--- config.mk ---
export PLATFORM = sky130hd
export DESIGN_NAME = fpnew_lane_iter_div
export DESIGN_NICKNAME = d
export VERILOG_FILES = /design/src/rtl/fpnew_lane_iter_div.sv
export SDC_FILE = /design/constraint.sdc
export NUM_CORES = 1
export LEC_CHECK = 0
export CAP_MARGIN = 10
export CORE_ASPECT_RATIO = 1.2
export CORE_MARGIN = 2
export CORE_UTILIZATION = 49
export DETAILED_ROUTE_END_ITERATION = 12
export PLACE_DENSITY = 0.76
export SYNTH_ARGS = -nofsm -noshare
export SYNTH_HDL_FRONTEND = slang
export SYNTH_SLANG_ARGS = --single-unit
--- constraint.sdc ---
create_clock -name clk_i -period 1.9 [get_ports clk_i]
set_input_delay 0.19 -clock clk_i [delete_from_list [all_inputs] [get_ports clk_i]]
set_output_delay 0.19 -clock clk_i [all_outputs]
set_load 0.01 [all_outputs]
--- src/rtl/fpnew_lane_iter_div.sv ---
// Iterative unsigned restoring divider lane for the shared aux FSM chain.
// A single start pulse launches an op, and fsm_ready_o reports "lane done".
// A divide-by-zero answers in the start cycle (early out).
//
// state | meaning
// IDLE  | no result pending, lane ready
// BUSY  | shift-subtract iterations running
// DONE  | result valid and held until the next active start
module fpnew_lane_iter_div #(
  parameter int WIDTH          = 8,
  parameter int BITS_PER_CYCLE = 1
) (
  input  logic             clk_i,
  input  logic             rst_ni,
  input  logic [WIDTH-1:0] dividend_i,
  input  logic [WIDTH-1:0] divisor_i,
  input  logic             lane_active_i,
  input  logic             fsm_start_i,
  input  logic             flush_i,
  output logic             fsm_ready_o,
  output logic [WIDTH-1:0] quotient_o,
  output logic [WIDTH-1:0] remainder_o,
  output logic             div_zero_o,
  output logic             busy_o
);

  localparam int ITER  = WIDTH / BITS_PER_CYCLE;
  localparam int CNT_W = $clog2(ITER + 1);

  typedef enum logic [1:0] {IDLE, BUSY, DONE} state_e;

  state_e             state_q, state_d;
  logic [CNT_W-1:0]   cnt_q;
  logic [WIDTH-1:0]   rem_q, quo_q, dvsr_q;
  logic [WIDTH-1:0]   rem_nxt, quo_nxt;
  logic [WIDTH:0]     shifted;
  logic [WIDTH-1:0]   q_q, r_q;
  logic               dz_q;
  logic               load, early;

  // State register.
  always_ff @(posedge clk_i or negedge rst_ni) begin
    if (!rst_ni) state_q <= IDLE;
    else         state_q <= state_d;
  end

  // Next state, handshake and result outputs (early out bypasses the registers).
  always_comb begin
    state_d     = state_q;
    fsm_ready_o = 1'b1;
    busy_o      = 1'b0;
    load        = 1'b0;
    early       = 1'b0;
    quotient_o  = q_q;
    remainder_o = r_q;
    div_zero_o  = dz_q;
    case (state_q)
      IDLE, DONE: begin
        if (fsm_start_i && !flush_i) begin
          if (!lane_active_i) begin
            state_d = IDLE;
          end else if (divisor_i == '0) begin
            early       = 1'b1;
            state_d     = DONE;
            quotient_o  = '1;
            remainder_o = dividend_i;
            div_zero_o  = 1'b1;
          end else begin
            load        = 1'b1;
            state_d     = BUSY;
            fsm_ready_o = 1'b0;
          end
        end
      end
      BUSY: begin
        fsm_ready_o = 1'b0;
        busy_o      = 1'b1;
        if (cnt_q == CNT_W'(1)) state_d = DONE;
      end
      default: state_d = IDLE;
    endcase
    if (flush_i) state_d = IDLE;
  end

  // BITS_PER_CYCLE restoring steps; quotient bits shift in where dividend bits leave.
  always_comb begin
    rem_nxt = rem_q;
    quo_nxt = quo_q;
    shifted = '0;
    for (int i = 0; i < BITS_PER_CYCLE; i++) begin
      shifted = {rem_nxt, quo_nxt[WIDTH-1]};
      if (shifted >= {1'b0, dvsr_q}) begin
        rem_nxt = WIDTH'(shifted - {1'b0, dvsr_q});
        quo_nxt = {quo_nxt[WIDTH-2:0], 1'b1};
      end else begin
        rem_nxt = shifted[WIDTH-1:0];
        quo_nxt = {quo_nxt[WIDTH-2:0], 1'b0};
      end
    end
  end

  // Working registers and held results; results only change on the last step,
  // the early out, flush or reset.
  always_ff @(posedge clk_i or negedge rst_ni) begin
    if (!rst_ni) begin
      cnt_q  <= '0;
      rem_q  <= '0;
      quo_q  <= '0;
      dvsr_q <= '0;
      q_q    <= '0;
      r_q    <= '0;
      dz_q   <= 1'b0;
    end else if (flush_i) begin
      cnt_q  <= '0;
      rem_q  <= '0;
      quo_q  <= '0;
      dvsr_q <= '0;
      q_q    <= '0;
      r_q    <= '0;
      dz_q   <= 1'b0;
    end else if (early) begin
      q_q  <= '1;
      r_q  <= dividend_i;
      dz_q <= 1'b1;
    end else if (load) begin
      cnt_q  <= CNT_W'(ITER);
      rem_q  <= '0;
      quo_q  <= dividend_i;
      dvsr_q <= divisor_i;
      dz_q   <= 1'b0;
    end else if (state_q == BUSY) begin
      cnt_q <= cnt_q - CNT_W'(1);
      rem_q <= rem_nxt;
      quo_q <= quo_nxt;
      if (cnt_q == CNT_W'(1)) begin
        q_q <= quo_nxt;
        r_q <= rem_nxt;
      end
    end
  end

  // A start while iterating breaks the lock-step contract with the aux FSM.
  a_no_start_in_busy : assert property (@(posedge clk_i) disable iff (!rst_ni)
    !(state_q == BUSY && fsm_start_i && !flush_i));

endmodule

; Word level (Yosys, flattened, before mapping)
; Index checks and enable logic that the tools add are counted.
[op_classes]
n_mux = 60
n_reduce_logical = 14
add_sub_neg = 2
order_cmp = 1
n_eq_ne = 7
[ops]
columns = op, n
row1 = two-way mux 8 bit, 30
row2 = two-way mux 1 bit, 19
row3 = two-way mux 4 bit, 4
row4 = nonzero test 3 bit, 4
row5 = two-way mux 2 bit, 5
row6 = greater-or-equal comparator 9 x 8 -> 1 bit, 1
row7 = logical NOT 8 bit, 1
row8 = subtractor 8 bit, 1
row9 = != test 3 bit (second input constant), 2
row10 = AND reduction 2 bit, 3
row11 = == test 4 x 1 -> 1 bit (second input constant), 1
row12 = one-hot mux 2 bit (2 select lines), 1
row13 = subtractor 4 x 1 -> 4 bit (second input constant), 1
row14 = != test 3 x 2 -> 1 bit (second input constant), 1
row15 = AND reduction 3 bit, 1
row16 = == test 2 x 1 -> 1 bit (second input constant), 1
row17 = == test 2 bit (second input constant), 1
row18 = logical NOT 2 bit, 1
row19 = != test 2 bit (second input constant), 1
row20 = one-hot mux 1 bit (2 select lines), 1
row21 = nonzero test 2 bit, 1
row22 = OR reduction 2 bit, 1
row23 = logical AND 1 bit, 1
row24 = logical NOT 1 bit, 1
[word_totals]
inputBits = 21
word_cells = 92
output_inout_bits = 19
reg_bits = 47

; Logic depth before layout (Yosys ltp)
; Gate-level depths: netlist of run 1.
[logic_depth]
word_depth = 8
mapped_depth = 10
mapped_depth_nobuf = 10

; Worst setup path after synthesis of run 1
; OpenSTA, ideal clock, no wires.
[synth_timing]
kind = reg2reg
from = reg rem_q[0]
to = reg rem_q[1]
stages_incl_launch_ff = 8
setup_slack_ps = -152
synth_period_minus_slack_ps = 2052
setup_time_ps = 142
n_path_buf = 0
required_ps = 1758
t_arrival_ps = 1910
path_cell_list = dfrtp_1 -> ha_1 -> nor2b_1 -> o21ba_4 -> a211oi_4 -> o31a_2 -> mux2i_1 -> a21oi_1
[synth_between]
elab_chain_cells = 6
[synth_rtl]
columns = item, line_no
row1 = "start, declared", 34  ; logic [WIDTH-1:0] rem_q, quo_q, dvsr_q;
row2 = "start signal, assigned", 133  ; rem_q <= rem_nxt;
row3 = subtractor 8 bit or greater-or-equal comparator 9 x 8 -> 1 bit (tied branches), "93, 92"
row4 = two-way mux 8 bit *, 92  ; if (shifted >= {1'b0, dvsr_q}) begin
row5 = two-way mux 8 bit *, 131  ; end else if (state_q == BUSY) begin
row6 = two-way mux 8 bit *, 125  ; end else if (load) begin
row7 = two-way mux 8 bit *, 121  ; end else if (early) begin
row8 = two-way mux 8 bit *, 113  ; end else if (flush_i) begin
; Mark *: on every way between the ends. The rest lies on a longest branch, timed or not. The select of a mux whose other input is x is not followed.
; A chain may end at the register's enable or synchronous reset.

; Final worst setup path of run 1
[layout_timing]
from = reg quo_q[7]
to = reg r_q[6]
[layout_between]
elab_chain_cells = 7
[layout_rtl]
columns = item, line_no
row1 = "start, declared", 34
row2 = "start signal, assigned", 128  ; quo_q <= dividend_i;
row3 = "start signal, assigned", 134  ; quo_q <= quo_nxt;
row4 = subtractor 8 bit or greater-or-equal comparator 9 x 8 -> 1 bit (tied branches), "93, 92"
row5 = two-way mux 8 bit *, 92
row6 = two-way mux 8 bit *, 135  ; if (cnt_q == CNT_W'(1)) begin
row7 = two-way mux 8 bit *, 131
row8 = two-way mux 8 bit *, 125
row9 = two-way mux 8 bit *, 121
row10 = two-way mux 8 bit *, 113
row11 = "end signal, assigned", 123  ; r_q <= dividend_i;
row12 = "end signal, assigned", 137  ; r_q <= rem_nxt;
row13 = "end, declared", 37  ; logic [WIDTH-1:0] q_q, r_q;
; Marks and branches as above.

==> reports/qor.yml, run 1 <==
routing:
  firstDrtPassIters: 4
  routed_wl_um: 8100
  drtIter0Drc: 217
  drtAntennaViolNets: 0
  viasPerCell: 5.69
  drc_errors: 0
  wl_per_cell_um: 17.5
  vias: 2634
sta:
  setup_viol: 17
  period_needed_ns: 2.18
  hold_viol: 0
  fin_skew_ns: 0.00912
  worst_slew_pin_slew_ns: 0.437
  max_freq_ghz: 0.459
  slew_headroom_pct: 70.9
  final.period_utilization_pct: 115
  slew_viol_final: 0
  rsz0062_at_grt: "yes"
  final.setup.worst_slack_ns: -0.280
logic_synthesis:
  yosys.cell_types.count: 48
  ys_warn_count: 0
  seq_area_frac_synth_pct: 43.4
  syn_nets: 326
  async_flop_share_pct: 100
  synth_area_leaders: "dfrtp_1, nand2_1, ha_1, mux2i_1, o31ai_1"
  avgSynthCellArea_um2: 9.21
  synth_xor_xnor_area_share_pct: 2.59
  synth_commonest_cells: "nand2_1, dfrtp_1, nor2_1, o21ai_0"
  synth_top_family_by_area: "compound AO/OA/AOI/OAI gates"
  synth_fa_ha_area_share_pct: 5.36
  synth_edf_count: 0
  syn_inst: 294
  syn_area_um2: 2710
  synth_compound_area_share_pct: 20.8
  yosysTopAreaCell: "dfrtp_1"
  dominantRegCellSynth: "dfrtp_1"
  synth_top_area_share_pct: 43.4
  ys_ff_latch: 47
  synth.most_common_cell: "nand2_1"
  synthMuxAreaShare_pct: 4.94
  yosys.area_share.simple_pct: 18.5
setup_path:
  crit_path_end_kind: "register"
  r2r_setup_slack_ns: -0.28
  cp_max_fo: 2
  r2r-end: "r_q[6]"
  r2r_start: "quo_q[7]"
  crit_type: "reg2reg"
  crit_required_ns: 2.09
  worst_setup_path_start_kind: "register"
  worstRegToRegCells: 10
  crit_arrival_ns: 2.37
clock_network:
  cts.sinks: 47
  cts_root_buf: "clkbuf_8"
  htreeDepth: 2
  cts_buffer_depth: 2
  worstSkewPairLatency_ns: 0.31
  cts_tree: "done"
  clk_pin_slew_ns: 0.10
  cts_buffers: 5
pwr:
  power-per-cell-area_nw_per_um2: 772
  fin_total_pwr_mw: 3.09
  ir_drop_mv: 0.490
  power.leakage_nw: 1.91
floorplan:
  die_h_um: 85.5
  coreArea_um2: 5300
  die_w_um: 71.9
  io_pins: 40
  die_area_um2: 6140
  start_util_pct: 51.1
  fp-row-count: 29
global_routing:
  grt-ovfl-total: 0
  antenna_found_initial: 0
  grt_pass1_wl_um: 12600
  grt_pass1_vias: 2631
  grt.total_usage_pct: 26.4
  grt_max_degree: 32
min_path:
  holdCritPathClass: "in2reg"
  hold_path.startpoint: "divisor_i[7]"
  hold_end: "dvsr_q[7]"
  whs_path_depth: 3
final_layout:
  insertedDiodeCount: 0
  drive_gt1_share_pct: 36.9
  syn2layout_area_growth_pct: 47.7
  final_util_pct: 75.5
  final_nets: 432
placed_design:
  dp_hpwl_um: 5400
  port-buffer-count: 39
  routabilityCongestion: 0.840
status:
  status: "complete, but fails checks"
  violations: "negative setup slack"
flow_run:
  cap_violations: 0
[stage by stage]
step	instances	setup slack (ns)	hold WS (ns)	instance area (um2)	setup TNS [ns]
global placement	436	-0.406	0.154	3580	-9.76
floorplan	294	-0.0629	-0.106	2750	-0.277
detailed placement	436	-0.446	0.157	3580	-11.36
CTS	457	-0.153	0.263	3880	-1.62
global route	463	-0.408	0.200	4000	-3.33
finish	463	-0.280	0.178	4000	-2.24
[kinds of logic (layout without fill, tap and decap cells)]
group / after synthesis / after routing
mux: 13 / 13
buf+inv: 29 / 136
flops: 47 / 47
compound gates: 78 / 78
fa+ha+maj: 11 / 11
xor+xnor: 8 / 8
simple gates: 108 / 108
[cells in the final DEF, fill, tap and decap left out, drive strengths merged, types with 5 or more instances in the layout]
| master | instances |
|---|---|
| a21oi | 12 |
| a22oi | 6 |
| a31oi | 9 |
| buf | 89 |
| clkbuf | 10 |
| clkdlybuf4s50 | 12 |
| dfrtp | 47 |
| dlygate4sd2 | 6 |
| ha | 10 |
| inv | 13 |
| mux2i | 10 |
| nand2 | 58 |
| nand2b | 13 |
| nand3 | 5 |
| nor2 | 15 |
| o21ai | 17 |
| o31ai | 14 |
| xor2 | 6 |
[report_power, final]
| part | switching [mW] | internal [mW] |
|---|---|---|
| Combinational | 0.605 | 0.629 |
| Clock | 0.374 | 0.393 |
| Sequential | 0.0397 | 1.05 |
| Total | 1.02 | 2.07 |
[worst max-delay path, stage by stage, from the launching register on]
cell and delay [ns]:
dfrtp_1 0.41, inv_2 0.09, ha_4 0.14, inv_2 0.04, fa_2 0.36, a211oi_2 0.23, o21bai_1 0.13, a21oi_1 0.20
xnor2_1 0.11, mux2i_1 0.23, o21ai_1 0.12
[worst max-delay path by stage]
stage / startpoint / endpoint / slack, ns / cells past startpoint
2_1_floorplan: rem_q[0] / rem_q[1] / -0.06 / 7
3_3_place_gp: divisor_i[1] / remainder_o[0] / -0.41 / 8
3_5_place_dp: divisor_i[1] / remainder_o[0] / -0.45 / 8
4_1_cts: dvsr_q[1] / r_q[1] / -0.15 / 8
5_1_grt: quo_q[7] / r_q[6] / -0.41 / 10
6_report: quo_q[7] / r_q[6] / -0.28 / 10
[timing repair]
action / CTS / global route
hold endpoints to repair: 17 / 0
resized for setup: 85 / 46
setup buffers: 12 / 8
hold buffers: 1 / 0
pin swaps: 22 / 15
endpoints found under the setup margin: 37 / 38
[area by class of cell]
type | instances | area, um2
well taps | 62 | 77.6
multi-input cells | 218 | 1670
clock buffers | 5 | 68.8
clock inverters | 3 | 43.8
fillers | 379 | 1300
repair buffers | 115 | 918
inverters | 13 | 48.8
flip-flops and latches | 47 | 1180
[registers in the layout (all words and copies together), names as in the netlist]
name	count
rem_q	8
dz_q	1
state_q	2
cnt_q	4
r_q	8
q_q	8
quo_q	8
dvsr_q	8
[metal layers]
| metal | part of all wire, % | GRT usage (%) |
|---|---|---|
| met5 | 0 | 0 |
| met4 | 2.5 | 10.5 |
| met3 | 3.8 | 3.33 |
| met2 | 55 | 49.0 |
| met1 | 38 | 30.1 |
No activity file was read; power rests on OpenSTA's default activity.
==> run 2, diff against run 1 <==
--- a/config.mk
+++ b/config.mk
@@ -5,12 +5,14 @@
 export SDC_FILE = /design/constraint.sdc
 export NUM_CORES = 1
 export LEC_CHECK = 0
+export ABC_AREA = 0
 export CAP_MARGIN = 10
 export CORE_ASPECT_RATIO = 1.2
 export CORE_MARGIN = 2
 export CORE_UTILIZATION = 49
 export DETAILED_ROUTE_END_ITERATION = 12
 export PLACE_DENSITY = 0.76
+export SLEW_MARGIN = 15
 export SYNTH_ARGS = -nofsm -noshare
 export SYNTH_HDL_FRONTEND = slang
 export SYNTH_SLANG_ARGS = --single-unit
==> results of run 2 <==
No change in the layout: final DEF, timing and power equal those of run 1.
==> run 3, diff against run 2 <==
--- a/config.mk
+++ b/config.mk
@@ -7,11 +7,13 @@
 export LEC_CHECK = 0
 export ABC_AREA = 0
 export CAP_MARGIN = 10
+export CELL_PAD_IN_SITES_DETAIL_PLACEMENT = 2
+export CELL_PAD_IN_SITES_GLOBAL_PLACEMENT = 2
 export CORE_ASPECT_RATIO = 1.2
 export CORE_MARGIN = 2
-export CORE_UTILIZATION = 49
+export CORE_UTILIZATION = 30
 export DETAILED_ROUTE_END_ITERATION = 12
-export PLACE_DENSITY = 0.76
+export PLACE_DENSITY_LB_ADDON = 0.1
 export SLEW_MARGIN = 15
 export SYNTH_ARGS = -nofsm -noshare
 export SYNTH_HDL_FRONTEND = slang
==> run 3 against run 2 <==
The flow still finishes with violations (negative setup slack). Total power rose by 4.6%. Critical path depth did not move. Hold slack better by 0.090 ns. Count of clock-buffer cells in the layout increased by 1. Clock power rose by 5.2%. Sequential share of layout area down 3.0 points. Worst setup slack got worse by 0.065 ns. Die area increased by 60%. Via count is 1.6% higher. Routed wire length grew 37%. Non-clock buffer count increased by 12. Design area is 11% higher. Largest cell class unchanged.
==> reports/qor.yml, run 3 (same netlist as run 1, synthesis figures left out) <==
min_path:
  hold_path.startpoint: "divisor_i[2]"
  hold_end: "dvsr_q[2]"
  holdCritPathClass: "in2reg"
  whs_path_depth: 3  # unchanged
global_routing:
  grt-ovfl-total: 0  # unchanged
  grt.total_usage_pct: 22.3  # -4.1 points
  grt_pass1_wl_um: 16800  # +34%
  antenna_found_initial: 0  # unchanged
  grt_pass1_vias: 3060  # +16%
  grt_max_degree: 32  # unchanged
pwr:
  power-per-cell-area_nw_per_um2: 724  # -6.2%
  power.share.clock_pct: 25.0  # +0.2 points
  fin_total_pwr_mw: 3.23  # +4.6%
  power_frac_seq_pct: 33.9  # -1.3 points
  ir_drop_mv: 0.355  # -28%
  power_frac_comb_pct: 41.1  # +1.1 points
  power_switching_mw: 1.07  # +5.4%
  swShare_pct: 33.2  # +0.25 points
  power.leakage_nw: 2.03  # +6.5%
  cell_internal_pwr_mw: 2.16  # +4.2%
floorplan:
  die_area_um2: 9810  # +60%
  coreArea_um2: 8890  # +68%
  die_w_um: 90.7  # +26%
  io_pins: 40  # unchanged
  fp-row-count: 38  # +31%
  die_h_um: 108  # +27%
  start_util_pct: 30.5  # -21 points
routing:
  drc_errors: 0  # unchanged
  wl_per_cell_um: 20.8  # +19%
  routed_wl_um: 11100  # +37%
  drtIter0Drc: 88  # -59%
  viasPerCell: 5.02  # -12%
  vias: 2676  # +1.6%
  firstDrtPassIters: 4  # unchanged
  drtAntennaViolNets: 0  # unchanged
setup_path:
  r2r_start: "quo_q[7]"
  path_cells: "inv_2, ha_4, inv_2, fa_2, a211oi_4, o21bai_1, a21oi_1, xnor2_1, mux2i_2, a21oi_1"
  crit_path_top_delay_cell: "dfrtp_1"
  crit_arrival_ns: 2.44  # +0.07 ns
  crit_type: "reg2reg"
  slowest_delay_ns: 0.41  # about the same
  crit_path_end_kind: "register"
  worst_setup_path_start_kind: "register"
  crit_required_ns: 2.09  # about the same
  worstRegToRegCells: 10  # unchanged
  r2r_setup_slack_ns: -0.35  # -0.07 ns
  cp_max_fo: 2  # unchanged
  r2r-end: "rem_q[6]"
final_layout:
  final_common_cell: "buf_4"
  insertedDiodeCount: 0  # unchanged
  final_nets: 444  # +2.8%
  layout.cells.non_filler: 533  # +15%
  drive_gt1_share_pct: 44.1  # +7.2 points
  mostFrequentLayoutCells: "buf_4, dfrtp_1, nand2_1"
  syn2layout_area_growth_pct: 64.7
sta:
  max_freq_ghz: 0.445  # -2.9%
  final.setup.worst_slack_ns: -0.345  # -0.0651 ns
  slew_headroom_pct: 70.1  # -0.78 points
  slew_viol_final: 0  # unchanged
  setup_viol: 31  # +14
  rsz0062_at_grt: "yes"
  hold_viol: 0  # unchanged
  worst_slew_pin_slew_ns: 0.449  # +0.0116 ns
  fin_skew_ns: 0.00943  # +0.000314 ns
  final.period_utilization_pct: 118  # +3.4 points
  period_needed_ns: 2.25  # +0.0651 ns
clock_network:
  cts_tree: "done"
  cts.sinks: 47  # unchanged
  cts_buffers: 5  # unchanged
  htreeDepth: 2  # unchanged
  clk_pin_slew_ns: 0.09  # about the same
  worstSkewPairLatency_ns: 0.31  # about the same
  cts_root_buf: "clkbuf_8"
  cts_buffer_depth: 2  # unchanged
placed_design:
  routabilityCongestion: 0.783  # -6.7%
  dp.cells: 504  # +16%
  dp_hpwl_um: 7010  # +30%
  port-buffer-count: 39  # unchanged
  pre_cts_ws_ns: -0.554  # -0.108 ns
flow_run:
  cap_violations: 0  # unchanged
status:
  violations: "negative setup slack"
  status: "complete, but fails checks"
==> run 3: timing repair <==
| action | in CTS | in global routing |
|---|---|---|
| pin swaps | 26 | 28 |
| hold endpoints to repair | 13 | 0 |
| cloned | 1 | 1 |
| gates resized for setup | 121 | 55 |
| hold buffers | 1 | 0 |
| setup endpoints to repair | 37 | 37 |
| setup buffers | 18 | 6 |
==> run 3: final cells by class <==
class | instances | area [um2]
fillers | 936 | 4430
multi-input cells | 218 | 1810
flip-flops and latches | 47 | 1180
repair buffers | 127 | 1160
well taps | 120 | 150
clock buffers | 6 | 82.6
inverters | 13 | 48.8
clock inverters | 2 | 35.0
==> run 3: power by group through the flow <==
stage               clock (mW)  combinational (mW)  sequential (mW)
CTS                      0.823                1.17             1.09
detailed placement           0               0.941             1.10
global placement             0               0.913             1.10
global route             0.866                1.42             1.10
finish                   0.807                1.33             1.10
floorplan                    0               0.490             1.09
==> run 3: worst max-delay path by stage <==
| stage | from | cells after the start | end |
|---|---|---|---|
| final | quo_q[7] | 10 | rem_q[6] |
| after global routing | quo_q[7] | 10 | rem_q[6] |
| after CTS | quo_q[7] | 10 | rem_q[6] |
| after detailed placement | divisor_i[5] | 9 | remainder_o[4] |
| after global placement | divisor_i[5] | 9 | remainder_o[4] |
| after floorplan | rem_q[0] | 7 | rem_q[1] |
==> run 3: stage by stage <==
step                      cell area [um2]  hold slack (ns)  TNS, ns  util, %
after CTS                            4170            0.274    -2.31     46.9
final                                4460            0.268    -4.35     50.2
after floorplan                      2750           -0.106   -0.277        -
after global placement               3750            0.150   -13.60     42.2
after detailed placement             3750            0.151   -16.33     42.2
after global routing                 4460            0.327    -6.48     50.2
==> run 3: worst max-delay path: cells and delay by family, from the launching register on <==
family | cells | cell delay [ns]
muxes | 1 | 0.21
adders and majority gates | 2 | 0.52
DFF | 1 | 0.41
buffers and inverters | 2 | 0.13
AOI/OAI and AO/OA | 4 | 0.73
xor gates and xnor gates | 1 | 0.12
==> run 3: routing by layer <==
layer / up-vias / share of wire (%) / global-route usage, % / routed length, um
li1: 1262 / - / - / -
met1: 1365 / 40 / 25.5 / 4420
met2: 39 / 57 / 42.9 / 6290
met3: 10 / 2.2 / 2.93 / 244
met4: 0 / 1.3 / 6.92 / 146
met5: - / 0 / 0 / 0
